File: config.mk
export PLATFORM = sky130hd
export DESIGN_NAME = banco_reg_leitura
export DESIGN_NICKNAME = d
export VERILOG_FILES = /design/src/rtl/banco_reg_pkg.sv /design/src/rtl/banco_reg_dump_seq.sv /design/src/rtl/banco_reg_leitura.sv
export SDC_FILE = /design/constraint.sdc
export NUM_CORES = 2
export LEC_CHECK = 0
export CAP_MARGIN = 20
export CELL_PAD_IN_SITES_DETAIL_PLACEMENT = 1
export CELL_PAD_IN_SITES_GLOBAL_PLACEMENT = 2
export CORE_AREA = 2 2 322 451
export CTS_BUF_LIST = sky130_fd_sc_hd__clkbuf_8
export CTS_CLUSTER_DIAMETER = 30
export DETAILED_ROUTE_END_ITERATION = 10
export DIE_AREA = 0 0 324 453
export GPL_TIMING_DRIVEN = 0
export PLACE_DENSITY_LB_ADDON = 0.1
export SYNTH_ARGS = -nofsm -noshare
export SYNTH_HDL_FRONTEND = slang
export SYNTH_SLANG_ARGS = --single-unit
File: constraint.sdc
create_clock -name clk -period 3.9 [get_ports clk]
set_clock_uncertainty 0.1 [all_clocks]
set_input_delay 0.585 -clock clk [delete_from_list [all_inputs] [get_ports clk]]
set_output_delay 0.585 -clock clk [all_outputs]
set_load 0.02 [all_outputs]
File: src/rtl/banco_reg_pkg.sv
// Shared constants and types for the banco_reg register bank.
package banco_reg_pkg;

  localparam int unsigned REG_ZERO      = 0;
  localparam int unsigned NREGS_DEFAULT = 32;
  localparam int unsigned AW_DEFAULT    = 5;

  typedef enum logic [1:0] {
    IDLE = 2'd0,
    RUN  = 2'd1,
    DONE = 2'd2
  } dump_state_t;

endpackage

File: src/rtl/banco_reg_dump_seq.sv
// Dump sequencer: walks indices 0..NREGS-1 once per DumpStart and registers
// each register value as it goes. The parent supplies rd_data_i = reg[rd_idx_c]
// from the pre-write array, so a same-edge write is never seen by the dump.
module banco_reg_dump_seq
  import banco_reg_pkg::*;
#(
  parameter int unsigned WIDTH = 32,
  parameter int unsigned NREGS = NREGS_DEFAULT,
  parameter int unsigned AW    = AW_DEFAULT
) (
  input  logic             clk,
  input  logic             rst_n,
  input  logic             start_i,
  input  logic [WIDTH-1:0] rd_data_i,
  output logic [AW-1:0]    rd_idx_c,
  output logic             busy_o,
  output logic             valid_o,
  output logic [AW-1:0]    idx_o,
  output logic [WIDTH-1:0] data_o
);

  localparam int unsigned LAST_IDX = NREGS - 1;

  dump_state_t      state_q, state_d;
  logic [AW-1:0]    idx_q, idx_d;
  logic [WIDTH-1:0] data_q, data_d;
  logic             valid_q, valid_d;
  logic             busy_q, busy_d;

  // Next-state, index and beat computation; a beat is visible while in RUN.
  always_comb begin
    state_d  = state_q;
    idx_d    = idx_q;
    data_d   = data_q;
    valid_d  = 1'b0;
    busy_d   = 1'b0;
    rd_idx_c = '0;
    unique case (state_q)
      IDLE: begin
        if (start_i) begin
          state_d  = RUN;
          rd_idx_c = '0;
          idx_d    = '0;
          data_d   = rd_data_i;
          valid_d  = 1'b1;
          busy_d   = 1'b1;
        end
      end
      RUN: begin
        if (idx_q == AW'(LAST_IDX)) begin
          // Last beat has been shown; counter stays at NREGS-1.
          state_d = DONE;
        end else begin
          rd_idx_c = idx_q + AW'(1);
          idx_d    = rd_idx_c;
          data_d   = rd_data_i;
          valid_d  = 1'b1;
          busy_d   = 1'b1;
        end
      end
      DONE: begin
        state_d = IDLE;
      end
      default: begin
        state_d = IDLE;
      end
    endcase
  end

  // State and output registers.
  always_ff @(posedge clk or negedge rst_n) begin
    if (!rst_n) begin
      state_q <= IDLE;
      idx_q   <= '0;
      data_q  <= '0;
      valid_q <= 1'b0;
      busy_q  <= 1'b0;
    end else begin
      state_q <= state_d;
      idx_q   <= idx_d;
      data_q  <= data_d;
      valid_q <= valid_d;
      busy_q  <= busy_d;
    end
  end

  assign busy_o  = busy_q;
  assign valid_o = valid_q;
  assign idx_o   = idx_q;
  assign data_o  = data_q;

endmodule

File: src/rtl/banco_reg_leitura.sv
// 32 x WIDTH register bank for the multicycle MIPS datapath: two registered
// read ports, one write port, and a sequential dump engine.
// Optional macro BANCO_REG_BYPASS_EN: forward same-edge write data to reads.
module banco_reg_leitura
  import banco_reg_pkg::*;
#(
  parameter int unsigned WIDTH = 32,
  parameter int unsigned NREGS = NREGS_DEFAULT,
  parameter int unsigned AW    = AW_DEFAULT
) (
  input  logic             clk,
  input  logic             reset,
  input  logic             RegWrite,
  input  logic [AW-1:0]    WriteReg,
  input  logic [WIDTH-1:0] WriteData,
  input  logic             ReadEn,
  input  logic [AW-1:0]    ReadReg1,
  input  logic [AW-1:0]    ReadReg2,
  output logic [WIDTH-1:0] ReadData1,
  output logic [WIDTH-1:0] ReadData2,
  output logic             ReadValid,
  input  logic             DumpStart,
  output logic             DumpBusy,
  output logic             DumpValid,
  output logic [AW-1:0]    DumpIdx,
  output logic [WIDTH-1:0] DumpData
);

  logic [WIDTH-1:0] regs_q [NREGS];
  logic [WIDTH-1:0] regs_d [NREGS];
  logic [WIDTH-1:0] rd1_q, rd1_d;
  logic [WIDTH-1:0] rd2_q, rd2_d;
  logic             rvalid_q, rvalid_d;
  logic [WIDTH-1:0] rd1_c, rd2_c;
  logic [AW-1:0]    dump_idx_c;
  logic [WIDTH-1:0] dump_data_c;

  // Array update; register 0 is never written.
  always_comb begin
    regs_d = regs_q;
    if (RegWrite && (WriteReg != AW'(REG_ZERO))) begin
      regs_d[WriteReg] = WriteData;
    end
    regs_d[0] = '0;
  end

  // Read port muxes, with optional write-to-read forwarding.
  always_comb begin
    rd1_c = regs_q[ReadReg1];
    rd2_c = regs_q[ReadReg2];
`ifdef BANCO_REG_BYPASS_EN
    if (RegWrite && (WriteReg == ReadReg1) && (ReadReg1 != AW'(REG_ZERO))) begin
      rd1_c = WriteData;
    end
    if (RegWrite && (WriteReg == ReadReg2) && (ReadReg2 != AW'(REG_ZERO))) begin
      rd2_c = WriteData;
    end
`endif
  end

  // Read data holds until the next accepted ReadEn; valid is a one-cycle pulse.
  always_comb begin
    rd1_d    = rd1_q;
    rd2_d    = rd2_q;
    rvalid_d = ReadEn;
    if (ReadEn) begin
      rd1_d = rd1_c;
      rd2_d = rd2_c;
    end
  end

  // Dump engine samples the pre-write array through an index mux.
  always_comb begin
    dump_data_c = regs_q[dump_idx_c];
  end

  // Register array and read-port registers.
  always_ff @(posedge clk or negedge reset) begin
    if (!reset) begin
      for (int i = 0; i < int'(NREGS); i++) begin
        regs_q[i] <= '0;
      end
      rd1_q    <= '0;
      rd2_q    <= '0;
      rvalid_q <= 1'b0;
    end else begin
      for (int i = 0; i < int'(NREGS); i++) begin
        regs_q[i] <= regs_d[i];
      end
      rd1_q    <= rd1_d;
      rd2_q    <= rd2_d;
      rvalid_q <= rvalid_d;
    end
  end

  banco_reg_dump_seq #(
    .WIDTH (WIDTH),
    .NREGS (NREGS),
    .AW    (AW)
  ) u_dump_seq (
    .clk       (clk),
    .rst_n     (reset),
    .start_i   (DumpStart),
    .rd_data_i (dump_data_c),
    .rd_idx_c  (dump_idx_c),
    .busy_o    (DumpBusy),
    .valid_o   (DumpValid),
    .idx_o     (DumpIdx),
    .data_o    (DumpData)
  );

  assign ReadData1 = rd1_q;
  assign ReadData2 = rd2_q;
  assign ReadValid = rvalid_q;

endmodule

# --- Word-level counts from Yosys, hierarchy flattened ---
# Index checks and enable logic that the tools add are counted.
word_totals:
  ff_bits: 1097
  output_inout_bits: 104
  elab_cells: 86
op_classes:
  n_addsub: 1
  n_lt_le_gt_ge: 5
  eq_ne: 5
  n_mux: 26
  bitwise: 4
  n_reduce_logical: 7
ops:
  columns: ["op", "count"]
  rows:
  - ["$bwmux W1024", 1]
  - ["$bmux W32 S5", 3]
  - ["$mux W32", 9]
  - ["$demux W32 S5", 1]
  - ["$pmux W32 S2", 1]
  - ["$ge A6 B6 Y1 const B", 4]
  - ["$not A5 Y6", 4]
  - ["$mux W5", 4]
  - ["$pmux W5 S2", 1]
  - ["$lt A6 B1 Y1 const B", 1]
  - ["$add A5 B1 Y5 const B", 1]
  - ["$eq A5 B5 Y1 const B", 1]
  - ["$reduce_bool A5 Y1", 1]
  - ["$mux W2", 2]
  - ["$ne A2 B2 Y1 const B", 2]
  - ["$pmux W2 S2", 1]
  - ["$reduce_and A3 Y1", 1]
  - ["$eq A2 B1 Y1 const B", 1]
  - ["$logic_and A1 B1 Y1", 2]
  - ["$logic_not A2 Y1", 1]
  - ["$mux W1", 2]
  - ["$ne A2 B1 Y1 const B", 1]
  - ["$pmux W1 S2", 1]
  - ["$reduce_and A2 Y1", 1]
  - ["$reduce_bool A2 Y1", 1]

# --- Logic depth before layout (Yosys ltp) ---
logic_depth:
  depth_word: 9
  depth_mapped: 14

# --- Cells and area by module ---
# Synthesis repeated with hierarchy kept, for this count alone.
unflattened:
  cells_unflattened: 4540
  hier_area_um2: 64675.8
by_module_without_submodules:
  columns: ["module", "instances", "cells_per_inst", "area_per_inst_um2", "seq_area_each_um2"]
  rows:
  - ["banco_reg_leitura", 1, 4434, 62926.6, 26450.4]
  - ["banco_reg_dump_seq", 1, 106, 1749.2, 1001.0]

# --- Worst setup path before layout ---
# Ideal clock, no wire load.
synth_timing:
  path_type: "flip-flop to flip-flop"
  startpoint: "register u_dump_seq.idx_q[0] (netlist: u_dump_seq.idx_o[0])"
  endpoint: "register u_dump_seq.data_q[30] (netlist: u_dump_seq.data_o[30])"
  setup_time_ps: 139
  arrival_time_ps: 2798
  t_required_ps: 3661
  slack_ps: 863
  path_stages_with_launch: 13
  n_path_buf: 4
  period_less_slack_ps: 3037
  path_cell_list: "dfrtp_1 > ha_1 > and3_1 > ha_1 > buf_6 > or4b_4 > buf_6 > buf_6 > clkbuf_1 > o221ai_1 > o211ai_1 > a32oi_1 > o211ai_1"
synth_between:
  elab_chain_cells: 9
  word_cells_on_any_way: 13
  cone_classes: "1 x add/sub; 2 x eq/ne; 8 x mux; 1 x bitwise; 1 x reduce/logical"
synth_lines:
  columns: ["element", "line_no", "text"]
  rows:
  - ["from (decl)", "banco_reg_dump_seq.sv:25", "logic [AW-1:0] idx_q, idx_d;"]
  - ["from (signal assigned)", "banco_reg_dump_seq.sv:80", "idx_q <= idx_d;"]
  - ["$add A5 B1 Y5 / $eq A5 B5 Y1 (equally long branches)", "banco_reg_dump_seq.sv:54, banco_reg_dump_seq.sv:50", null]
  - ["$mux W5", "banco_reg_dump_seq.sv:50", "if (idx_q == AW'(LAST_IDX)) begin"]
  - ["$mux W5", null, null]
  - ["$not A5 Y6 (not written as such)", "banco_reg_leitura.sv:74", "dump_data_c = regs_q[dump_idx_c];"]
  - ["$bmux W32 S5", "banco_reg_leitura.sv:74", null]
  - ["$mux W32 (not written as such) (2 in series)", "banco_reg_leitura.sv:74", null]
  - ["$mux W32, on equally long branches", "banco_reg_dump_seq.sv:50, banco_reg_dump_seq.sv:40", null]
  - ["$pmux W32 S2", "banco_reg_dump_seq.sv:38", "unique case (state_q)"]
  - ["to (signal assigned)", "banco_reg_dump_seq.sv:81", "data_q <= data_d;"]
  - ["to (decl)", "banco_reg_dump_seq.sv:26", "logic [WIDTH-1:0] data_q, data_d;"]
# Parallel ways exist; a longest one is shown, timed or not. The select of a mux whose other input is x is not followed.
# A chain may end at the register's enable or synchronous reset.

# --- Final worst setup path ---
layout_timing:
  startpoint: "register u_dump_seq.idx_q[0] (netlist: u_dump_seq.idx_o[0])"
  endpoint: "register u_dump_seq.data_q[11] (netlist: u_dump_seq.data_o[11])"
# Same word-level chain as after synthesis.

==> flow_summary_export.csv <==
group,metric,value,unit
final_layout,drive_gt1_share,40.34,%
global_routing,grt_pass1_wl,469.3,mm
power,p_leak,32.53,nW
timing,post-route-min-period,4.055,ns
logic_synthesis,synth_edf_count,0,
timing,fin_crit_sh,104.0,%
logic_synthesis,synth_seq_area_share,42.11,%
timing,hold_violations,0,
logic_synthesis,async_reset_ff_share,100.0,%
critical_path,reg2reg_slack,-0.15,ns
placed_design,hpwl,256.8,mm
critical_path,crit_fanout,10,
placed_design,gp_congestion,1.034,
final_layout,design_area,77380,µm²
timing,drv_slew,0,
logic_synthesis,postSynthCellCount,5108,
timing,worstMarginPinSlew,1.321,ns
logic_synthesis,synth_seq_cells,1097,
job,maxCapViolations,0,
drt,via_per_inst,7.162,
logic_synthesis,netlist_area,65190,µm²
critical_path,path_delay_family,"simple AND/OR/NAND/NOR gates",
timing,setup_ws,-0.1547,ns
final_layout,syn_to_final_growth,18.69,%
floorplan,initial_core_util,45.71,%
hold_path,hold_class,"input pin to asynchronous set/reset pin",
timing,slew_headroom,11.92,%
final_layout,final_nets,5696,
drt,drt_iter0_markers,7204,
critical_path,slowest_delay,0.65,ns
global_routing,grt_max_degree,151,
critical_path,endpoint_kind,"register",
placed_design,place_ws,-1.255,ns
drt,wl_per_cell,44.48,µm
critical_path,path_buf_inv,3,
floorplan,die_h,453,µm
floorplan,rows,164,
critical_path,cp_data_required_time,4.79,ns
logic_synthesis,synthTopCellsByArea,"dfrtp_1 42%, mux4_2 18%, mux2_2 17%, mux2i_1 4.1%, nand2_1 2.2%",
drt,routed_wl,345.8,mm
logic_synthesis,synth.top_cell.area_share,42.11,%
clock_tree,htreeDepth,5,
critical_path,reg2reg_from,"u_dump_seq.idx_o[0]",
critical_path,slowest_stage,"nand3_2",
power,peakVddDrop,914.4,µV
global_routing,track_usage,47.32,%
clock_tree,root_buffer,"clkbuf_8",
logic_synthesis,synth_fp_nets,5162,
critical_path,path_class,"register to register",
floorplan,dieArea,146800,µm²
timing,fmax,246.6,MHz
critical_path,worst_path_most_repeated_cell,"buf_4",
logic_synthesis,ys_types,70,
drt,first_pass_iters,6,
clock_tree,cts_tree,"yes",
logic_synthesis,yosysTopAreaCell,"dfrtp_1",
drt,num_vias,55680,
clock_tree,numCtsBuffers,282,
critical_path,crit_chain,"buf_4, buf_4, nand3_1, xor2_1, nand3_2, clkbuf_2, a21oi_1, nand4b_1",
logic_synthesis,syn_area_per_cell,12.76,µm²
clock_tree,insertion_delay,1.10,ns
clock_tree,clk_pin_slew_worst_paths,0.06,ns
clock_tree,clockBufferDepth,4,
clock_tree,cts.sinks,1097,
global_routing,grt_pass1_vias,56080,
global_routing,busiest_layer,"met2",
floorplan,core_region_area,142600,µm²
power,p_per_area,890.9,nW/µm²
timing,grt_setup_unrepaired,"yes",
logic_synthesis,ys.flop_type,"dfrtp_1",
timing,setup_viol,15,
critical_path,reg2reg_to,"u_dump_seq.data_o[11]",
critical_path,critPathArrivalTime,4.95,ns
global_routing,use_met1,57.32,%
floorplan,io_pins,156,
placed_design,placed_area,70450,µm²
run_status,status,"complete, but fails checks",
placed_design,port_buffers,145,
global_routing,grt_use_met3,18.89,%
power,power,68.93,mW
critical_path,worst_r2r_path_depth,8,
critical_path,critPathLaunchType,"register",
drt,drc,0,
global_routing,globalRouteOverflowTotal,0,
floorplan,die_w,324,µm
timing,whs,0.01569,ns
global_routing,met2_usage,66.63,%
logic_synthesis,yosysWarnings,0,
global_routing,antenna_found_initial,42,
drt,ant_nets,0,
run_status,violations,"setup timing",
placed cells by master, fill, tap and decap left out, types with 30 or more instances in the layout:
cell type	instances
buf_1	63
mux4_2	535
nand3_1	82
mux2i_1	263
clkbuf_1	271
clkbuf_2	30
clkinv_2	53
o21ai_0	181
buf_8	66
clkdlybuf4s50_1	144
a211oi_1	78
a21oi_1	195
a31oi_1	94
dfrtp_1	1095
inv_1	51
a211o_1	78
bufinv_16	33
buf_4	36
buf_2	118
mux2_2	1006
clkbuf_8	322
nand2_1	378
buf_6	31
o211ai_1	73
nor2_1	133
metal layers:
| layer | wire (µm) | vias up |
|---|---|---|
| li1 | - | 20870 |
| met1 | 122900 | 29140 |
| met2 | 145700 | 4316 |
| met3 | 44760 | 1325 |
| met4 | 32220 | 36 |
| met5 | 245 | - |
cell usage after synthesis (9+ instances only):
cell / number
nand2b_1: 10
nor2b_1: 17
o22ai_1: 19
mux2_2: 1006
nor2_1: 138
nand3_1: 84
a211oi_1: 78
o311ai_0: 9
nand2_1: 378
nand4b_1: 18
buf_1: 69
a221oi_1: 18
a21oi_1: 200
o211ai_1: 73
a2111oi_0: 10
mux4_2: 535
a31oi_1: 100
o21ai_0: 190
o221ai_1: 20
dfrtp_1: 1097
and3_1: 17
and2_1: 29
a32oi_1: 29
a211o_1: 78
a2bb2oi_1: 9
a22o_1: 10
mux2i_1: 264
inv_1: 12
buf_2: 145
clkbuf_1: 319
a22oi_1: 9
buf_4: 15
power by group:
| group | internal [mW] | leakage (nW) | switching, mW | total, mW |
|---|---|---|---|---|
| combinational | 11.6 | 15.4 | 24.7 | 36.2 |
| clock | 9.74 | 3.23 | 6.48 | 16.2 |
| sequential | 13.7 | 13.9 | 2.72 | 16.5 |
| total | 35.1 | 32.5 | 33.9 | 68.9 |
timing repair:
item                                    CTS  global route
buffers inserted                          8             3
gates cloned                              0             0
resized for setup                       129            41
endpoints found under the setup margin   33            31
hold buffers                              3             0
hold endpoints to repair                221             0
pin swaps                                 9             7
through the flow:
| stage | util (%) | cells | setup TNS [ns] |
|---|---|---|---|
| floorplan | - | 5108 | 0 |
| global placement | 48.40 | 7162 | - |
| detailed placement | 49.40 | 7246 | -27.36 |
| CTS | 54.00 | 7737 | 0 |
| global route | 54.23 | 7757 | -0.1515 |
| finish | 54.26 | 7774 | -0.9777 |
registers in the layout (all words and copies together), names as in the netlist:
| register | cells |
|---|---|
| ReadData2 | 32 |
| u_dump_seq.idx_o | 5 |
| u_dump_seq.state_q | 2 |
| ReadData1 | 32 |
| u_dump_seq.data_o | 32 |
| u_dump_seq.busy_o | 1 |
| regs_q | 992 |
| ReadValid | 1 |
cells by family after synthesis:
logic type / count (synthesis) / synth area share [%]
buf+inv: 569 / 3.733
compound gates: 903 / 9.115
mux: 1805 / 39.91
xor+xnor: 4 / 0.05375
flops: 1097 / 42.11
simple gates: 728 / 5.036
fa+ha+maj: 2 / 0.03838
how the worst max path moves through the flow:
stage                             start                    end  slack [ns]  cells past startpoint
floorplan           u_dump_seq.idx_o[0]  u_dump_seq.data_o[30]        0.86                     12
detailed placement  u_dump_seq.idx_o[0]   u_dump_seq.data_o[1]       -1.25                     10
finish              u_dump_seq.idx_o[0]  u_dump_seq.data_o[11]       -0.15                      8
global placement                  reset            regs_q[886]      -49.84                      1
CTS                 u_dump_seq.idx_o[0]  u_dump_seq.data_o[19]       0.005                     12
global route        u_dump_seq.idx_o[1]  u_dump_seq.data_o[26]       -0.05                     11
layout make-up:
type | instances | area [µm²]
Fill cell | 14310 | 65240
Multi-Input combinational cell | 3442 | 35440
Sequential cell | 1097 | 27450
Clock buffer | 320 | 4404
Timing Repair Buffer | 254 | 3138
Buffer | 552 | 2736
Tap cell | 1909 | 2389
Clock inverter | 163 | 1700
Antenna cell | 24 | 60.06
Inverter | 13 | 52.55
(Power assumes the default switching activity.)
